`config.mk`:
```
export PLATFORM = sky130hd
export DESIGN_NAME = cpu_strap_sampler
export DESIGN_NICKNAME = d
export VERILOG_FILES = /design/src/rtl/cpu_strap_sampler.sv
export SDC_FILE = /design/constraint.sdc
export NUM_CORES = 1
export LEC_CHECK = 0
export CAP_MARGIN = 10
export CORE_ASPECT_RATIO = 2
export CORE_MARGIN = 5
export CORE_UTILIZATION = 57
export DETAILED_ROUTE_END_ITERATION = 8
export PLACE_DENSITY = 0.84
export SLEW_MARGIN = 15
export SYNTH_ARGS = -nofsm -noshare
export SYNTH_HDL_FRONTEND = slang
export SYNTH_SLANG_ARGS = --single-unit
```
`constraint.sdc`:
```
create_clock -name iClk -period 3.93 [get_ports iClk]
set_input_delay 1.179 -clock iClk [delete_from_list [all_inputs] [get_ports iClk]]
set_output_delay 1.179 -clock iClk [all_outputs]
set_load 0.05 [all_outputs]
```
`src/rtl/cpu_strap_sampler.sv`:
```
// rtl/cpu_strap_sampler.sv - CPU strap synchronizer, debouncer and snapshot latch
// Freezes a glitch-free strap snapshot after aux power settles; also debounces live socket occupancy.
module cpu_strap_sampler #(
   parameter int SETTLE_CYCLES  = 1000,
   parameter int STABLE_CYCLES  = 16,
   parameter int TIMEOUT_CYCLES = 4096,
   parameter int OCC_DEB_CYCLES = 16
) (
   input  logic       iClk,
   input  logic       iRst,
   input  logic       iAuxPwrDone,
   input  logic       iRearm,
   input  logic [1:0] invSktOccRaw,
   input  logic [1:0] ivProcID1Raw,
   input  logic [1:0] ivProcID2Raw,
   input  logic [2:0] ivPkgID1Raw,
   input  logic [2:0] ivPkgID2Raw,
   input  logic [1:0] ivIntrRaw,
   output logic [1:0] onvSktOcc,
   output logic [1:0] ovProcID1,
   output logic [1:0] ovProcID2,
   output logic [2:0] ovPkgID1,
   output logic [2:0] ovPkgID2,
   output logic [1:0] ovIntr,
   output logic [1:0] onvSktOccLive,
   output logic       oSampleDone,
   output logic       oStrapUnstable
);

   localparam int SettleW  = (SETTLE_CYCLES  > 1) ? $clog2(SETTLE_CYCLES)  : 1;
   localparam int StableW  = (STABLE_CYCLES  > 1) ? $clog2(STABLE_CYCLES)  : 1;
   localparam int TimeoutW = (TIMEOUT_CYCLES > 1) ? $clog2(TIMEOUT_CYCLES) : 1;
   localparam int OccW     = (OCC_DEB_CYCLES > 1) ? $clog2(OCC_DEB_CYCLES) : 1;

   localparam logic [SettleW-1:0]  SettleLast  = SettleW'(SETTLE_CYCLES - 1);
   localparam logic [StableW-1:0]  StableLast  = StableW'(STABLE_CYCLES - 1);
   localparam logic [TimeoutW-1:0] TimeoutLast = TimeoutW'(TIMEOUT_CYCLES - 1);
   localparam logic [OccW-1:0]     OccLast     = OccW'(OCC_DEB_CYCLES - 1);

   localparam logic [1:0] IDLE   = 2'd0;
   localparam logic [1:0] SETTLE = 2'd1;
   localparam logic [1:0] FILTER = 2'd2;
   localparam logic [1:0] LOCKED = 2'd3;

   localparam int BW = 14;
   // Socket-occupied is active-low, so "nothing present" is all ones in the top two bits
   localparam logic [BW-1:0] RstBundle = {2'b11, 12'd0};

   logic [BW-1:0]       rawBundle;
   logic [BW-1:0]       syncMeta;
   logic [BW-1:0]       syncBundle;
   logic [BW-1:0]       prevBundle;
   logic [BW-1:0]       snapBundle;
   logic [1:0]          state;
   logic [SettleW-1:0]  settleCnt;
   logic [StableW-1:0]  stableCnt;
   logic [TimeoutW-1:0] timeoutCnt;
   logic                bundleSame;
   logic                stableHit;
   logic                timeoutHit;
   logic [1:0]          liveOcc;

   assign rawBundle = {invSktOccRaw, ivProcID2Raw, ivProcID1Raw,
                       ivPkgID2Raw, ivPkgID1Raw, ivIntrRaw};

   always_ff @(posedge iClk or posedge iRst) begin
      if (iRst) begin
         syncMeta   <= RstBundle;
         syncBundle <= RstBundle;
      end else begin
         syncMeta   <= rawBundle;
         syncBundle <= syncMeta;
      end
   end

   assign bundleSame = (syncBundle == prevBundle);
   assign stableHit  = bundleSame && (stableCnt == StableLast);
   assign timeoutHit = (timeoutCnt == TimeoutLast);

   always_ff @(posedge iClk or posedge iRst) begin
      if (iRst) begin
         state          <= IDLE;
         settleCnt      <= '0;
         stableCnt      <= '0;
         timeoutCnt     <= '0;
         prevBundle     <= '0;
         snapBundle     <= RstBundle;
         oSampleDone    <= 1'b0;
         oStrapUnstable <= 1'b0;
      end else if (state == IDLE) begin
         oSampleDone <= 1'b0;
         if (iAuxPwrDone) begin
            state     <= SETTLE;
            settleCnt <= '0;
         end
      end else if (!iAuxPwrDone) begin
         // Power loss beats everything, including a same-cycle rearm
         state       <= IDLE;
         oSampleDone <= 1'b0;
      end else begin
         case (state)
            SETTLE: begin
               if (settleCnt == SettleLast) begin
                  state      <= FILTER;
                  stableCnt  <= '0;
                  timeoutCnt <= '0;
                  prevBundle <= '0;
               end else begin
                  settleCnt <= settleCnt + 1'b1;
               end
            end
            FILTER: begin
               prevBundle <= syncBundle;
               if (timeoutCnt != TimeoutLast)
                  timeoutCnt <= timeoutCnt + 1'b1;
               if (!bundleSame)
                  stableCnt <= '0;
               else if (stableCnt != StableLast)
                  stableCnt <= stableCnt + 1'b1;
               if (stableHit) begin
                  snapBundle <= syncBundle;
                  state      <= LOCKED;
               end else if (timeoutHit) begin
                  snapBundle     <= syncBundle;
                  oStrapUnstable <= 1'b1;
                  state          <= LOCKED;
               end
            end
            LOCKED: begin
               if (iRearm) begin
                  state       <= FILTER;
                  oSampleDone <= 1'b0;
                  stableCnt   <= '0;
                  timeoutCnt  <= '0;
                  prevBundle  <= '0;
               end else begin
                  oSampleDone <= 1'b1;
               end
            end
            default: state <= IDLE;
         endcase
      end
   end

   // Live occupancy debounce runs regardless of FSM state or aux power
   genvar gi;
   generate
      for (gi = 0; gi < 2; gi++) begin : gOccDeb
         logic [OccW-1:0] occCnt;
         always_ff @(posedge iClk or posedge iRst) begin
            if (iRst) begin
               occCnt      <= '0;
               liveOcc[gi] <= 1'b1;
            end else if (syncBundle[12+gi] != liveOcc[gi]) begin
               if (occCnt == OccLast) begin
                  liveOcc[gi] <= syncBundle[12+gi];
                  occCnt      <= '0;
               end else begin
                  occCnt <= occCnt + 1'b1;
               end
            end else begin
               occCnt <= '0;
            end
         end
      end
   endgenerate

   assign onvSktOcc     = snapBundle[13:12];
   assign ovProcID2     = snapBundle[11:10];
   assign ovProcID1     = snapBundle[9:8];
   assign ovPkgID2      = snapBundle[7:5];
   assign ovPkgID1      = snapBundle[4:2];
   assign ovIntr        = snapBundle[1:0];
   assign onvSktOccLive = liveOcc;

endmodule

```
* Word level (Yosys, flattened, before mapping)
Cells that the tools add are included.
Widths: inputs -> output; s select.
** Storage, ports and cells
- Bits in registers :: 96
- Bits of input ports :: 18
- Output and inout bits :: 18
** Operators by class
- Add/subtract/negate cells :: 5
- Eq/ne operators :: 23
- Multiplexer cells :: 35
- Bitwise gates (word level) :: 2
- Reduce and logical (&&, ||, !) cells :: 14
** Operators by type and width (count)
- $mux 14 :: 4
- $mux 10 :: 5
- $pmux 14 s3 :: 1
- $mux 12 :: 3
- $pmux 12 s3 :: 1
- $mux 4 :: 8
- $eq 14x14->1 :: 1
- $mux 2 :: 7
- $add 12x1->12 const B :: 1
- $add 4x1->4 const B :: 3
- $eq 12x12->1 const B :: 1
- $eq 4x4->1 const B :: 3
- $ne 12x12->1 const B :: 1
- $ne 4x4->1 const B :: 3
- $pmux 4 s3 :: 1
- $reduce_and 6->1 :: 2
- $add 10x1->10 const B :: 1
- $eq 10x10->1 const B :: 1
- $ne 2x2->1 const B :: 5
- $reduce_and 5->1 :: 2
- $reduce_and 4->1 :: 2
- $pmux 2 s3 :: 1
- $ne 5x5->1 const B :: 1
- $eq 2x2->1 const B :: 2
- 12 further kinds :: 19

* Depth between registers and ports, before layout
Gate-level depths: netlist of the first run.
- Word-level depth :: 6
- Gate-level depth with buffers :: 8

* Worst setup path after synthesis of the first run
Ideal clock, no wire load.
- Path kind :: input port to flip-flop
- From :: in iAuxPwrDone
- To :: reg snapBundle[0]
- Setup time :: 0.125 ns
- Arrival time :: 2.273 ns
- Path slack :: 1.532 ns
- Stages :: 5
- Path buffers :: 1
- Cells stage by stage :: inv_1 > nor2_1 > a21boi_4 > buf_6 > mux2_2
** On the way
- Word-level cells in the longest chain between the ends :: 1
** RTL lines
- start: declaration :: RTL line 11 : input logic iAuxPwrDone,
- $reduce_and 4->1 (no source line)
- end signal: assignment :: RTL line 87 : snapBundle <= RstBundle;
- end signal: assignment :: RTL line 121 : snapBundle <= syncBundle;
- end signal: assignment :: RTL line 124 : snapBundle <= syncBundle;
- end: declaration :: RTL line 53 : logic [BW-1:0] snapBundle;
Every way passes these cells.
A chain may end at the register's enable or synchronous reset.

* Worst setup path after layout of the first run
Same ends and word-level chain as after synthesis.

==> summary.md, run 1 <==
| Metric | Value |
|---|---|
| Dpl cell area | 4410 um2 |
| Main area contributors after synthesis | dfrtp_1, dfstp_2, xor2_1, mux2_2, a22o_1 |
| Final ANT Viol Nets | 0 |
| Leakage | 2.14 nW |
| Syn_area_per_cell | around 12 um2 |
| Status | finished, final reports clean |
| Maximum net fanout on the critical path | 16 |
| Clk buf depth | 2 |
| Total negative setup slack | 0 ns |
| Drt first pass iters | 5 |
| Seq pwr share | 0.521 |
| CTS sink cnt | 96 |
| Clock transition at path regs | roughly 0.060 ns |
| Worst Setup SP | iAuxPwrDone |
| Unrepaired setup endpoints after global routing | false |
| Comb power frac | 0.048 |
| Cts repair resizes | 0 |
| Die width | around 70 um |
| Clk Latency, worst-skew pair | 0.34 ns |
| Number of synthesized flops with an enable pin | 0 |
| Final worst-path cycle share | 0.732 |
| TritonCTS Buffers | 9 |
| Final-report max-slew violation count | 0 |
| Initial Util | 0.576 |
| Final Wtd Congestion | about 0.85 |
| Root buffer cell | clkbuf_16 |
| Mapped Nets | 349 |
| Synth area leader | dfrtp_1 |
| Critical Path RT | 4.15 ns |
| Post-synth top area share | 0.559 |
| Fin Clk Skew | 0.00922 ns |
| Avg Vias per Cell | 5.61 |
| Register area share after synthesis | 0.613 |
| Port buffer count | 35 |
| FMAX | 348 MHz |
| FFs w/ async S/R, synth | 1.00 |
| Vias | 2616 |
| Commonest non-fill, non-tap cell in the layout | dfrtp_1 |
| Total Wirelength | 7250 um |
| Largest family of logic cells by synthesized area | simple AND/OR/NAND/NOR gates |
| Core Box Area | 6830 um2 |
| Largest net degree at the start of global routing | 52 |
| Tightest Pin Transition | 0.822 ns |
| Fin crit period | 2.88 ns |
| Grt total ovfl | 0 |
| CP endpoint kind | flip-flop |
| Synthesis Warnings | 0 |
| N_diodes | 0 |
| Post-Syn Instances | 326 |
| Worst reg2reg startpoint | syncBundle[13] |
| Crit path kind | primary input to flip-flop |
| Switching part of the total | 0.219 |
| Worst hold path class | flip-flop to flip-flop |
| Final setup violation count | 0 |
| Area grow syn2layout | 19.8% |
| Post-synthesis simple-gate area fraction | 0.137 |
| Vias in the first global route | 2746 |
| Finished Cell Area | around 4700 um2 |
| Setup Buffers After CTS | 0 |
| Height of the die | 128 um |
| DR DRC count | 0 |
| Number of core rows | 43 |
| Hold_ws | approximately 0.35 ns |
| H-tree levels | 3 |
| Post-synthesis adder-cell area fraction | 0.0159 |
| Clock power share | 0.431 |
| Max_cap viols | 0 |
| Worst setup SP type | primary input |
| Final Hold Viols | 0 |
| Cell Pwr Density | 431 nW/um2 |
| Mapped cell area | 3940 um2 |
| Peak VDD IR | 0.355 mV |
| Total GRT Usage | 0.192 |
| DP HPWL | just under 5000 um |
| CTS tree | yes |
| Die ar. | 8770 um2 |
| Hold buffers post-CTS | 0 |
| Flops & latches, synth | 96 |
| Antenna violations before repair | 0 |
| Post-Synth XOR/XNOR Area | 0.0734 |
| Hold Path Origin | syncMeta[10] |
| WL/cell | 15.6 um |
| Int Power | 1.59 mW |
| Ys flop type | dfrtp_1 |
| First-pass GRT wire length | 12500 um |
| Worst Path Arrival | 3.10 ns |
| Count of cell types in the netlist | 41 |
| Initial DRC Count | ~190 |
| Post-synthesis compound-gate area fraction | 0.0893 |
| Layout cells sized above 1 | 0.144 |
| Mux cell area share after synthesis | 0.0512 |
| Slew headroom | 0.452 |
| Most frequent cells in the layout | dfrtp_1, clkdlybuf4s50_1, nor2_1 |
| Post-layout nets | 394 |
| Switching Power | 0.444 mW |
| IO Count | 36 |
==> worst paths after layout <==
path / cells past startpoint / to / slack, ns
min in group asynchronous: 2 / syncMeta[9] / 1.29
setup / recovery: 6 / snapBundle[0] / 1.05
hold / removal: 0 / syncBundle[10] / 0.35
max in group asynchronous: 3 / settleCnt[4] / 1.77
hold reg to reg: 0 / syncBundle[10] / 0.35
setup reg to reg: 6 / snapBundle[0] / 1.29
==> critical path, cell delays in order <==
cell and delay (ns):
clkdlybuf4s50_1 0.58, inv_1 0.12, nor2_1 0.11, buf_4 0.22, a21boi_4 0.49, mux2_2 0.40
==> synth_stat cells, types with 2 or more instances <==
| library cell | instances |
|---|---|
| nor4_1 | 2 |
| dfstp_2 | 8 |
| o21ai_0 | 11 |
| xor2_1 | 24 |
| and2_1 | 3 |
| nor3_1 | 2 |
| nand4_1 | 10 |
| dfrtp_1 | 88 |
| a21oi_1 | 7 |
| nand4b_1 | 2 |
| a211oi_1 | 2 |
| clkbuf_1 | 4 |
| nand3_1 | 20 |
| a22o_1 | 13 |
| a311oi_1 | 3 |
| and4_1 | 2 |
| or3_1 | 2 |
| nor2_1 | 30 |
| or2_2 | 2 |
| buf_2 | 2 |
| inv_1 | 12 |
| o31ai_1 | 2 |
| and3_1 | 9 |
| ha_1 | 5 |
| nor2b_1 | 2 |
| nand2_1 | 20 |
| mux2_2 | 17 |
| xnor2_1 | 9 |
==> through the flow <==
step | power [mW] | cells | setup WS, ns | utilization
after detailed placement | 1.17 | 450 | 0.705 | 0.645
after global routing | 2.12 | 466 | 0.969 | 0.690
after CTS | 2.05 | 466 | 1.04 | 0.690
after floorplan | 1.13 | 326 | 0.259 | -
final | 2.03 | 466 | 1.05 | 0.690
after global placement | 1.16 | 450 | 0.771 | 0.645
==> cell families after synthesis <==
logic type | after synthesis
and+or+nand+nor | 108
muxes | 18
AOI/OAI and AO/OA | 47
adders and majority gates | 5
buffers and inverters | 19
xor gates and xnor gates | 33
DFF | 96
==> registers in the layout, indices dropped and copies added (netlist names), 2 cells and up <==
register	flops
gOccDeb.occCnt	8
onvSktOccLive	2
prevBundle	14
settleCnt	10
snapBundle	14
stableCnt	4
state	2
syncBundle	14
syncMeta	14
timeoutCnt	12
==> power groups by stage <==
stage / registers [mW] / logic (mW) / clock network, mW
after floorplan: 1.07 / 0.0646 / 0
after global placement: 1.07 / 0.0925 / 0
after detailed placement: 1.07 / 0.0994 / 0
after CTS: 1.06 / 0.100 / 0.894
after global routing: 1.06 / 0.111 / 0.943
final: 1.06 / 0.0982 / 0.876
==> cell type report <==
type,count,area [um2]
Fill cell,513,2120
Sequential cell,96,2410
Clock buffer,11,243
Tap cell,90,113
Inverter,12,46.3
Timing Repair Buffer,41,395
Multi-Input combinational cell,211,1440
Clock inverter,5,63.8
==> routing by layer <==
layer  global-route usage  vias to the layer above  wire [um]
met1                0.246                     1281       3140
li1                     -                     1240          -
met4                0.102                        0        208
met5                    0                        -          0
met2                0.292                       77       3550
met3               0.0528                       18        345
Note: power is estimated with default switching activity, not from simulation.
==> run 2, diff against run 1 <==
Clock period 3.93 ns to 2.8 ns, I/O delays scaled along.
==> run 2 against run 1 <==
Wire length grew 9.1%. First-iteration DRC count grew 42%. Design area is essentially flat.
==> summary.md, run 2 (synthesis results as in run 1) <==
| Metric | Value |
|---|---|
| Clk buf depth | 2 |
| DR DRC count | 0 |
| Hold Path End | syncBundle[3] |
| Final-report max-slew violation count | 0 |
| Root buffer cell | clkbuf_16 |
| Clk Latency, worst-skew pair | 0.35 ns |
| N_diodes | 0 |
| Max_cap viols | 0 |
| Final Util | 0.690 |
| Die ar. | 8770 um2 |
| Hold Path Origin | syncMeta[3] |
| Crit path kind | flip-flop to flip-flop |
| Worst reg2reg startpoint | syncBundle[13] |
| First-pass GRT wire length | 13500 um |
| FF-to-FF End | snapBundle[11] |
| Fin Clk Skew | 0.0116 ns |
| Initial DRC Count | 274 |
| CP endpoint kind | flip-flop |
| Largest net degree at the start of global routing | 54 |
| Final Wtd Congestion | 0.845 |
| Met1 wire length | 3110 um |
| Total Wirelength | 7900 um |
| Initial Util | 0.576 |
| Cts repair resizes | 0 |
| WL/cell | 17.0 um |
| Antenna violations before repair | 0 |
| IO Count | 36 |
| Total negative setup slack | 0 ns |
| Final ANT Viol Nets | 0 |
| Core Box Area | 6830 um2 |
| Post-layout nets | around 400 |
| Flop2flop setup slack | 0.26 ns |
| Vias | 2726 |
| Grt total ovfl | 0 |
| CTS tree | yes |
| Die width | 68.8 um |
| Cell Pwr Density | just under 600 nW/um2 |
| H-tree levels | 3 |
| Maximum net fanout on the critical path | 14 |
| Worst R2R Path Depth | 7 |
| Height of the die | 128 um |
| Worst hold path class | flip-flop to flip-flop |
| Met3 routed WL | 383 um |
| Hold buffers post-CTS | 0 |
| Tightest Pin Transition | between 0.5 and 0.6 ns |
| Status | finished, final reports clean |
| Total GRT Usage | 0.208 |
| Commonest non-fill, non-tap cell in the layout | dfrtp_1 |
| Hold Crit Depth | 0 |
| Final worst-path cycle share | 0.907 |
| Peak VDD IR | between 0.4 and 0.5 mV |
| Power Total | 2.76 mW |
| DR WL met2 | 4220 um |
| Slew headroom | 0.607 |
| Final Hold Viols | 0 |
| Port buffer count | 35 |
| Critical Path RT | 3.03 ns |
| Number of core rows | between 40 and 50 |
| Layout cells sized above 1 | 0.146 |
| Vias in the first global route | approximately 2900 |
| Setup Buffers After CTS | 0 |
| Worst setup SP type | flip-flop |
| Leakage | 2.14 nW |
| Worst Path Arrival | 2.76 ns |
| TritonCTS Buffers | 9 |
| CTS sink cnt | 96 |
| Clock transition at path regs | roughly 0.060 ns |
| Area grow syn2layout | 19.8% |
| Final setup violation count | 0 |
| Most frequent cells in the layout | dfrtp_1, clkdlybuf4s50_1, nor2_1 |
| Unrepaired setup endpoints after global routing | false |
| Fin crit period | 2.54 ns |
| DP HPWL | 5370 um |
| Avg Vias per Cell | between 5 and 6 |
| Drt first pass iters | 5 |
| FMAX | about 400 MHz |
| Hold_ws | 0.349 ns |
| Top Layer Used | met4 |
-- run 2: cell count changes in the layout (fill, tap and decap cells not counted) --
cell / delta
buf_12: +2
clkbuf_8: -1
inv_6: +2
clkinv_4: -1
clkinvlp_4: +1
bufinv_16: -1
clkinv_2: +1
buf_4: -2
clkbuf_1: -1
-- run 2: worst max path at each step --
stage                   startpoint        endpoint  slack, ns  cells past startpoint
detailed placement     iAuxPwrDone    settleCnt[9]       0.18                      6
finish              syncBundle[13]  snapBundle[11]       0.26                      7
global route        syncBundle[13]  snapBundle[11]       0.20                      7
floorplan           syncBundle[13]   snapBundle[0]       0.53                      7
global placement       iAuxPwrDone   snapBundle[1]       0.31                      6
CTS                 syncBundle[13]  snapBundle[11]       0.24                      7
-- run 2: cell type report --
| cell class | count | area (um2) |
|---|---|---|
| Timing Repair Buffer | 41 | 420 |
| Inverter | 12 | 48.8 |
| Tap cell | 90 | 113 |
| Multi-Input combinational cell | 211 | 1440 |
| Fill cell | 487 | 2120 |
| Sequential cell | 96 | 2410 |
| Clock buffer | 9 | 225 |
| Clock inverter | 7 | 52.6 |
-- run 2: layer usage --
metal / vias up / track usage
li1: 1247 / -
met1: 1381 / 0.247
met2: 85 / 0.343
met3: 13 / 0.0580
met4: 0 / 0.0920
met5: - / 0
-- run 2: where the power goes --
part / total (mW) / internal, mW / switching (mW)
Sequential: 1.49 / 1.44 / 0.0467
Clock: 1.13 / 0.609 / 0.522
Combinational: 0.142 / 0.0679 / 0.0744
-- run 2: critical path: stages (launching register included) --
cell and delay, ns:
dfstp_2 0.58, xor2_1 0.09, nor4_1 0.31, nand4_1 0.25, or3b_4 0.49, a21boi_4 0.19
buf_12 0.16, mux2_2 0.35
-- run 2: through the flow --
step,instances,instance area [um2],worst slack [ns]
after floorplan,326,3940,0.526
after global placement,450,4440,0.310
after detailed placement,450,4440,0.178
after CTS,466,4710,0.240
after global routing,466,4710,0.203
final,466,4710,0.262
